===== src/rtl/mem_arbiter_pkg.sv =====
// Shared definitions for the fetch/data memory arbiter and its datapath users.
package mem_arbiter_pkg;

    localparam int ADDR_W_DEF = 16;
    localparam int DATA_W_DEF = 16;

    localparam logic PORT_I = 1'b0;
    localparam logic PORT_D = 1'b1;

    typedef enum logic [1:0] {
        IDLE   = 2'd0,
        BUSY_I = 2'd1,
        BUSY_D = 2'd2
    } arb_state_e;

    // Word accesses only: an odd byte address can never be serviced.
    function automatic logic misaligned(input logic lsb);
        return lsb;
    endfunction

endpackage


===== src/rtl/mem_arbiter_if.sv =====
// Requester and backing-memory signals seen by the arbiter.
// slave: the arbiter's view; master: the requesters' and memory's view.
interface mem_arbiter_if
    import mem_arbiter_pkg::*;
#(
    parameter int ADDR_W = ADDR_W_DEF,
    parameter int DATA_W = DATA_W_DEF
) ();

    logic              halt;
    logic              if_req;
    logic [ADDR_W-1:0] if_addr;
    logic              if_stall;
    logic              if_done;
    logic [DATA_W-1:0] if_rdata;
    logic              d_rd;
    logic              d_wr;
    logic [ADDR_W-1:0] d_addr;
    logic [DATA_W-1:0] d_wdata;
    logic              d_stall;
    logic              d_done;
    logic [DATA_W-1:0] d_rdata;
    logic              err;
    logic              mem_req;
    logic              mem_wr;
    logic [ADDR_W-1:0] mem_addr;
    logic [DATA_W-1:0] mem_wdata;
    logic              mem_ack;
    logic [DATA_W-1:0] mem_rdata;

    modport slave (
        input  halt, if_req, if_addr, d_rd, d_wr, d_addr, d_wdata, mem_ack, mem_rdata,
        output if_stall, if_done, if_rdata, d_stall, d_done, d_rdata, err,
               mem_req, mem_wr, mem_addr, mem_wdata
    );

    modport master (
        output halt, if_req, if_addr, d_rd, d_wr, d_addr, d_wdata, mem_ack, mem_rdata,
        input  if_stall, if_done, if_rdata, d_stall, d_done, d_rdata, err,
               mem_req, mem_wr, mem_addr, mem_wdata
    );

endinterface


===== src/rtl/mem_arbiter_watchdog_ctr.sv =====
// Counts cycles spent waiting on the memory; expired_o flags the last allowed cycle.
module watchdog_ctr #(
    parameter int TIMEOUT = 64
) (
    input  logic clk,
    input  logic rst,
    input  logic clr_i,
    input  logic en_i,
    output logic expired_o
);

    localparam int CW = $clog2(TIMEOUT + 1);
    localparam logic [CW-1:0] LAST = CW'(TIMEOUT - 1);

    logic [CW-1:0] cnt_q;
    logic [CW-1:0] cnt_d;

    // Saturate at the terminal count so a stuck enable cannot wrap back to zero.
    always_comb begin
        cnt_d = cnt_q;
        if (clr_i) begin
            cnt_d = '0;
        end else if (en_i && !expired_o) begin
            cnt_d = cnt_q + 1'b1;
        end
    end

    // Count register.
    always_ff @(posedge clk or posedge rst) begin
        if (rst) begin
            cnt_q <= '0;
        end else begin
            cnt_q <= cnt_d;
        end
    end

    assign expired_o = (cnt_q == LAST);

endmodule


===== src/rtl/mem_arbiter.sv =====
// Arbitrates the single backing memory between instruction fetch and data access.
//
// state  | meaning
// IDLE   | no access in flight; arbitrate, or complete a faulting request
// BUSY_I | fetch read outstanding, mem_req held until ack or watchdog expiry
// BUSY_D | data load/store outstanding, mem_req held until ack or watchdog expiry
module mem_arbiter
    import mem_arbiter_pkg::*;
#(
    parameter int ADDR_W  = ADDR_W_DEF,
    parameter int DATA_W  = DATA_W_DEF,
    parameter int TIMEOUT = 64
) (
    input  logic            clk,
    input  logic            rst,
    mem_arbiter_if.slave    bus
);

    arb_state_e        state_q, state_d;
    logic              mem_req_q, mem_req_d;
    logic              mem_wr_q, mem_wr_d;
    logic [ADDR_W-1:0] mem_addr_q, mem_addr_d;
    logic [DATA_W-1:0] mem_wdata_q, mem_wdata_d;
    logic              if_done_q, if_done_d;
    logic              d_done_q, d_done_d;
    logic              err_q, err_d;
    logic [DATA_W-1:0] if_rdata_q, if_rdata_d;
    logic [DATA_W-1:0] d_rdata_q, d_rdata_d;
    logic              last_d_q, last_d_d;

    logic d_pend, i_pend, grant_d, grant_i, d_fault, i_fault;
    logic wd_clr, wd_en, wd_expired;

    watchdog_ctr #(.TIMEOUT(TIMEOUT)) u_wdog (
        .clk       (clk),
        .rst       (rst),
        .clr_i     (wd_clr),
        .en_i      (wd_en),
        .expired_o (wd_expired)
    );

    assign wd_clr = (state_q == IDLE);
    assign wd_en  = (state_q == BUSY_I) || (state_q == BUSY_D);

    // A port whose done is showing this cycle still holds its old request; mask it
    // so the same request is not granted twice.
    assign d_pend  = (bus.d_rd | bus.d_wr) & ~d_done_q;
    assign i_pend  = bus.if_req & ~bus.halt & ~if_done_q;
    assign grant_d = d_pend & (~i_pend | ~last_d_q);
    assign grant_i = i_pend & ~grant_d;
    assign d_fault = (bus.d_rd & bus.d_wr) | misaligned(bus.d_addr[0]);
    assign i_fault = misaligned(bus.if_addr[0]);

    // Arbitration, memory handshake and completion next-state logic.
    always_comb begin
        state_d     = state_q;
        mem_req_d   = mem_req_q;
        mem_wr_d    = mem_wr_q;
        mem_addr_d  = mem_addr_q;
        mem_wdata_d = mem_wdata_q;
        if_done_d   = 1'b0;
        d_done_d    = 1'b0;
        err_d       = 1'b0;
        if_rdata_d  = if_rdata_q;
        d_rdata_d   = d_rdata_q;
        last_d_d    = last_d_q;

        case (state_q)
            IDLE: begin
                if (grant_d) begin
                    last_d_d = PORT_D;
                    if (d_fault) begin
                        d_done_d = 1'b1;
                        err_d    = 1'b1;
                    end else begin
                        state_d     = BUSY_D;
                        mem_req_d   = 1'b1;
                        mem_wr_d    = bus.d_wr;
                        mem_addr_d  = bus.d_addr;
                        mem_wdata_d = bus.d_wdata;
                    end
                end else if (grant_i) begin
                    last_d_d = PORT_I;
                    if (i_fault) begin
                        if_done_d = 1'b1;
                        err_d     = 1'b1;
                    end else begin
                        state_d     = BUSY_I;
                        mem_req_d   = 1'b1;
                        mem_wr_d    = 1'b0;
                        mem_addr_d  = bus.if_addr;
                        mem_wdata_d = bus.d_wdata;
                    end
                end
            end

            BUSY_I: begin
                // An ack in the expiry cycle still wins over the timeout.
                if (bus.mem_ack) begin
                    if_rdata_d = bus.mem_rdata;
                    if_done_d  = 1'b1;
                    mem_req_d  = 1'b0;
                    state_d    = IDLE;
                end else if (wd_expired) begin
                    if_done_d = 1'b1;
                    err_d     = 1'b1;
                    mem_req_d = 1'b0;
                    state_d   = IDLE;
                end
            end

            BUSY_D: begin
                if (bus.mem_ack) begin
                    if (!mem_wr_q) begin
                        d_rdata_d = bus.mem_rdata;
                    end
                    d_done_d  = 1'b1;
                    mem_req_d = 1'b0;
                    state_d   = IDLE;
                end else if (wd_expired) begin
                    d_done_d  = 1'b1;
                    err_d     = 1'b1;
                    mem_req_d = 1'b0;
                    state_d   = IDLE;
                end
            end

            default: begin
                state_d   = IDLE;
                mem_req_d = 1'b0;
            end
        endcase
    end

    // State and registered outputs; reset abandons any in-flight access silently.
    always_ff @(posedge clk or posedge rst) begin
        if (rst) begin
            state_q     <= IDLE;
            mem_req_q   <= 1'b0;
            mem_wr_q    <= 1'b0;
            mem_addr_q  <= '0;
            mem_wdata_q <= '0;
            if_done_q   <= 1'b0;
            d_done_q    <= 1'b0;
            err_q       <= 1'b0;
            if_rdata_q  <= '0;
            d_rdata_q   <= '0;
            last_d_q    <= 1'b0;
        end else begin
            state_q     <= state_d;
            mem_req_q   <= mem_req_d;
            mem_wr_q    <= mem_wr_d;
            mem_addr_q  <= mem_addr_d;
            mem_wdata_q <= mem_wdata_d;
            if_done_q   <= if_done_d;
            d_done_q    <= d_done_d;
            err_q       <= err_d;
            if_rdata_q  <= if_rdata_d;
            d_rdata_q   <= d_rdata_d;
            last_d_q    <= last_d_d;
        end
    end

    assign bus.mem_req   = mem_req_q;
    assign bus.mem_wr    = mem_wr_q;
    assign bus.mem_addr  = mem_addr_q;
    assign bus.mem_wdata = mem_wdata_q;
    assign bus.if_done   = if_done_q;
    assign bus.d_done    = d_done_q;
    assign bus.err       = err_q;
    assign bus.if_rdata  = if_rdata_q;
    assign bus.d_rdata   = d_rdata_q;
    assign bus.if_stall  = bus.if_req & ~if_done_q;
    assign bus.d_stall   = (bus.d_rd | bus.d_wr) & ~d_done_q;

endmodule


===== src/flat_wrapper.sv =====
// flat-port wrapper written by rule: the top's interface ports become plain ports
module mem_arbiter_flat import mem_arbiter_pkg::*;
#(
    parameter int ADDR_W  = ADDR_W_DEF,
    parameter int DATA_W  = DATA_W_DEF,
    parameter int TIMEOUT = 64
)
  (clk, rst, bus_halt, bus_if_req, bus_if_addr, bus_d_rd, bus_d_wr, bus_d_addr, bus_d_wdata, bus_mem_ack, bus_mem_rdata, bus_if_stall, bus_if_done, bus_if_rdata, bus_d_stall, bus_d_done, bus_d_rdata, bus_err, bus_mem_req, bus_mem_wr, bus_mem_addr, bus_mem_wdata);
  mem_arbiter_if #(.ADDR_W(ADDR_W), .DATA_W(DATA_W)) bus_i ();
  input  logic clk;
  input  logic rst;
  input wire logic [$bits(bus_i.halt)-1:0] bus_halt;
  input wire logic [$bits(bus_i.if_req)-1:0] bus_if_req;
  input wire logic [$bits(bus_i.if_addr)-1:0] bus_if_addr;
  input wire logic [$bits(bus_i.d_rd)-1:0] bus_d_rd;
  input wire logic [$bits(bus_i.d_wr)-1:0] bus_d_wr;
  input wire logic [$bits(bus_i.d_addr)-1:0] bus_d_addr;
  input wire logic [$bits(bus_i.d_wdata)-1:0] bus_d_wdata;
  input wire logic [$bits(bus_i.mem_ack)-1:0] bus_mem_ack;
  input wire logic [$bits(bus_i.mem_rdata)-1:0] bus_mem_rdata;
  output wire logic [$bits(bus_i.if_stall)-1:0] bus_if_stall;
  output wire logic [$bits(bus_i.if_done)-1:0] bus_if_done;
  output wire logic [$bits(bus_i.if_rdata)-1:0] bus_if_rdata;
  output wire logic [$bits(bus_i.d_stall)-1:0] bus_d_stall;
  output wire logic [$bits(bus_i.d_done)-1:0] bus_d_done;
  output wire logic [$bits(bus_i.d_rdata)-1:0] bus_d_rdata;
  output wire logic [$bits(bus_i.err)-1:0] bus_err;
  output wire logic [$bits(bus_i.mem_req)-1:0] bus_mem_req;
  output wire logic [$bits(bus_i.mem_wr)-1:0] bus_mem_wr;
  output wire logic [$bits(bus_i.mem_addr)-1:0] bus_mem_addr;
  output wire logic [$bits(bus_i.mem_wdata)-1:0] bus_mem_wdata;
  assign bus_i.halt = bus_halt;
  assign bus_i.if_req = bus_if_req;
  assign bus_i.if_addr = bus_if_addr;
  assign bus_i.d_rd = bus_d_rd;
  assign bus_i.d_wr = bus_d_wr;
  assign bus_i.d_addr = bus_d_addr;
  assign bus_i.d_wdata = bus_d_wdata;
  assign bus_i.mem_ack = bus_mem_ack;
  assign bus_i.mem_rdata = bus_mem_rdata;
  assign bus_if_stall = bus_i.if_stall;
  assign bus_if_done = bus_i.if_done;
  assign bus_if_rdata = bus_i.if_rdata;
  assign bus_d_stall = bus_i.d_stall;
  assign bus_d_done = bus_i.d_done;
  assign bus_d_rdata = bus_i.d_rdata;
  assign bus_err = bus_i.err;
  assign bus_mem_req = bus_i.mem_req;
  assign bus_mem_wr = bus_i.mem_wr;
  assign bus_mem_addr = bus_i.mem_addr;
  assign bus_mem_wdata = bus_i.mem_wdata;
  mem_arbiter #(.ADDR_W(ADDR_W), .DATA_W(DATA_W), .TIMEOUT(TIMEOUT)) u_core (.clk(clk), .rst(rst), .bus(bus_i));
endmodule

===== config.mk =====
export PLATFORM = sky130hd
export DESIGN_NAME = mem_arbiter_flat
export DESIGN_NICKNAME = d
export VERILOG_FILES = /design/src/rtl/mem_arbiter_pkg.sv /design/src/rtl/mem_arbiter_if.sv /design/src/rtl/mem_arbiter_watchdog_ctr.sv /design/src/rtl/mem_arbiter.sv /design/src/flat_wrapper.sv
export SDC_FILE = /design/constraint.sdc
export NUM_CORES = 1
export LEC_CHECK = 0
export CAP_MARGIN = 20
export CORE_ASPECT_RATIO = 0.5
export CORE_MARGIN = 3
export CORE_UTILIZATION = 40
export CTS_CLUSTER_DIAMETER = 200
export DETAILED_ROUTE_END_ITERATION = 6
export PLACE_DENSITY = 0.72
export SYNTH_ARGS = -nofsm -noshare
export SYNTH_HDL_FRONTEND = slang
export SYNTH_SLANG_ARGS = --single-unit

===== constraint.sdc =====
create_clock -name clk -period 2.8 [get_ports clk]
set_input_delay 0.42 -clock clk [delete_from_list [all_inputs] [get_ports clk]]
set_output_delay 0.42 -clock clk [all_outputs]
set_load 0.05 [all_outputs]

==> results_dict.tcl <==
set metrics [dict create \
    status "finished clean" \
    grt_setup_unrepaired "false" \
    worst_pin_slew_ps 746 \
    dpl.hpwl_mm 6.51 \
    drv_slew 0 \
    grt_first_pass_wirelength_mm 14.1 \
    crit_type "input port to primary output" \
    synthesis.nets 312 \
    viasPerCell 4.98 \
    maxCapViolCount 0 \
    period_needed_ps 2580 \
    initial_utilization 0.427 \
    synth-compound-area-share 0.0634 \
    cts_tree "done" \
    r2r_setup_slack_ps 800 \
    ys.flop_type "dfrtp_1" \
    cp_max_fo 5 \
    die_h_um 72.6 \
    synthAdderAreaFrac 0.0204 \
    drcViolationCount 0 \
    vias 2499 \
    insertion_delay_ps 330 \
    cts.sinks 79 \
    place_congestion 0.750 \
    skew_ps 5.05 \
    postSynthAreaPerCell_um2 15.1 \
    cp_data_arrival_time_ps 2160 \
    dieArea_um2 10100 \
    setup.worst_path.end_class "primary output" \
    drt_iter0_drc 162 \
    synth_cells 236 \
    ys_ff_latch 79 \
    fin_crit_sh 0.920 \
    async_reset_ff_frac 1.00 \
    num_rows 23 \
    nets 461 \
    crit_required_ps 2380 \
    clockBufferDepth 2 \
    netlist_area_um2 3550 \
    slew_headroom 0.502 \
    core_area_um2 8320 \
    drive_above_1_share 0.264 \
    synth_top_family_by_area "multiplexers" \
    drt_first_pass_iters 6 \
    wl_per_cell_um 17.4 \
    max_freq_ghz 0.388 \
    layout_setup_ws_ps 224 \
    syn_to_final_growth_pct 52.1 \
    synthSimpleGateAreaFrac 0.0430 \
    synth.area.mux_share 0.280 \
    fin_setup_tns_ps 0 \
    postCtsSetupBuffers 0 \
    min_path_type "input port to asynchronous set/reset pin" \
    final_common_cell "clkdlybuf4s50_1" \
    synth-xor-area-share 0.0148 \
    grtUsageTotal 0.175 \
    grt_pass1_vias 2702 \
    setup_viol_count_final 0 \
    synth_warnings 0 \
    r2r-start "u_core.u_wdog.cnt_q[0]" \
    seq_area_frac_synth 0.556 \
    cts_buffers 9 \
    grt_overflow 0 \
    cts.clk_slew.worst_paths_ps 60 \
    fillers 630 \
    hold_violations 0 \
    pin_count 142 \
    grt_max_degree 52 \
    synth_cell_types 40 \
    vdd_drop_max_v 0.000850 \
    cts-root-buf "clkbuf_16" \
    start_kind "input port" \
    final_cell_mix "clkdlybuf4s50_1, dfrtp_1, mux2_2, mux2_4, clkbuf_16" \
    timing.rr.end "u_core.state_q[0]" \
    powerDensity_nw_per_um2 1380 \
    ctsHoldBuffers 0 \
    ctsResizeCount 0 \
    ant_nets 0 \
    die_w_um 139 \
    synth_edf_count 0 \
    antenna-diode-count 0 \
    antenna_found_initial 0 \
    htreeDepth 3 \
    port_buffers 141 \
    p_leak_uw 0.00238 \
    post-place-ws_ps 245 \
    worst-r2r-cell-count 5 \
    drt_wl_total_mm 8.71 \
]
sequential cells by signal (all words and copies together), names as in the netlist, 2 cells and up:
signal and cells:
u_core.state_q 2, u_core.bus.d_rdata 16, u_core.bus.mem_wdata 16, u_core.bus.if_rdata 16, u_core.u_wdog.cnt_q 7, u_core.bus.mem_addr 16
logic make-up (layout without fill, tap and decap cells):
logic type / Yosys count / after routing
adder cells (fa/ha/maj): 6 / 6
AND/OR/NAND/NOR: 26 / 26
XOR/XNOR: 6 / 6
multiplexers: 79 / 79
AO/OA/AOI/OAI: 25 / 25
buffers and inverters: 15 / 169
flip-flops: 79 / 79
stage by stage:
| step | power (uW) | util | cells | area (um^2) | hold slack, ps |
|---|---|---|---|---|---|
| 5_1_grt | 7820 | 0.650 | 502 | 5410 | 471 |
| 6_report | 7480 | 0.650 | 502 | 5410 | 434 |
| 2_1_floorplan | 4950 | - | 236 | 3550 | 477 |
| 3_5_place_dp | 6400 | 0.615 | 486 | 5110 | 480 |
| 4_1_cts | 7560 | 0.650 | 502 | 5410 | 450 |
| 3_3_place_gp | 6300 | 0.615 | 486 | 5110 | 472 |
per-layer routing:
metal / GRT usage / wire [um] / up-vias
li1: - / - / 1162
met1: 0.201 / 3400 / 1262
met2: 0.326 / 4770 / 62
met3: 0.0478 / 392 / 13
met4: 0.0510 / 145 / 0
met5: 0 / 0 / -
critical path, stage by stage:
cell and delay, ps:
clkdlybuf4s50_1 480, o21bai_1 400, inv_1 130, clkdlybuf4s50_1 720
power breakdown:
group          internal (uW)  switching [uW]  total [uW]
Clock                    686             437        1120
Combinational           1740            2620        4360
Sequential              1670             331        2000
cells in the mapped netlist, drive strengths merged, types with 2 or more instances:
cell | n | share of area
mux2 | 78 | 0.28
a32o | 3 | 0.0085
xor2 | 5 | 0.012
ha | 5 | 0.018
a21oi | 2 | 0.0039
and2 | 2 | 0.0035
dfrtp | 79 | 0.56
nor2 | 7 | 0.0074
clkbuf | 4 | 0.0042
o211ai | 3 | 0.0063
inv | 7 | 0.0074
nand3b | 2 | 0.0042
o2111ai | 2 | 0.0049
nand2 | 6 | 0.0063
o211a | 2 | 0.0056
o21ai | 4 | 0.0088
and3 | 2 | 0.0035
o221ai | 3 | 0.0074
buf | 4 | 0.011
worst max path at each step:
| stage | start | to | depth (start not counted) | slack (ps) |
|---|---|---|---|---|
| 2_1_floorplan | rst | u_core.bus.d_done | 1 | 360 |
| 3_3_place_gp | bus_d_wr | bus_d_stall | 4 | 290 |
| 3_5_place_dp | bus_d_wr | bus_d_stall | 4 | 250 |
| 4_1_cts | bus_d_wr | bus_d_stall | 4 | 240 |
| 5_1_grt | bus_d_wr | bus_d_stall | 4 | 190 |
| 6_report | bus_d_wr | bus_d_stall | 4 | 220 |
layout make-up:
cell class | instances | area (um^2) | area share
Clock buffer | 10 | 229 | 0.0424
Clock inverter | 6 | 61.3 | 0.0113
Inverter | 7 | 27.5 | 0.00509
Multi-Input combinational cell | 142 | 1500 | 0.277
Sequential cell | 79 | 1980 | 0.366
Tap cell | 112 | 140 | 0.0259
Timing Repair Buffer | 146 | 1470 | 0.273
Note: power is estimated with default switching activity, not from simulation.
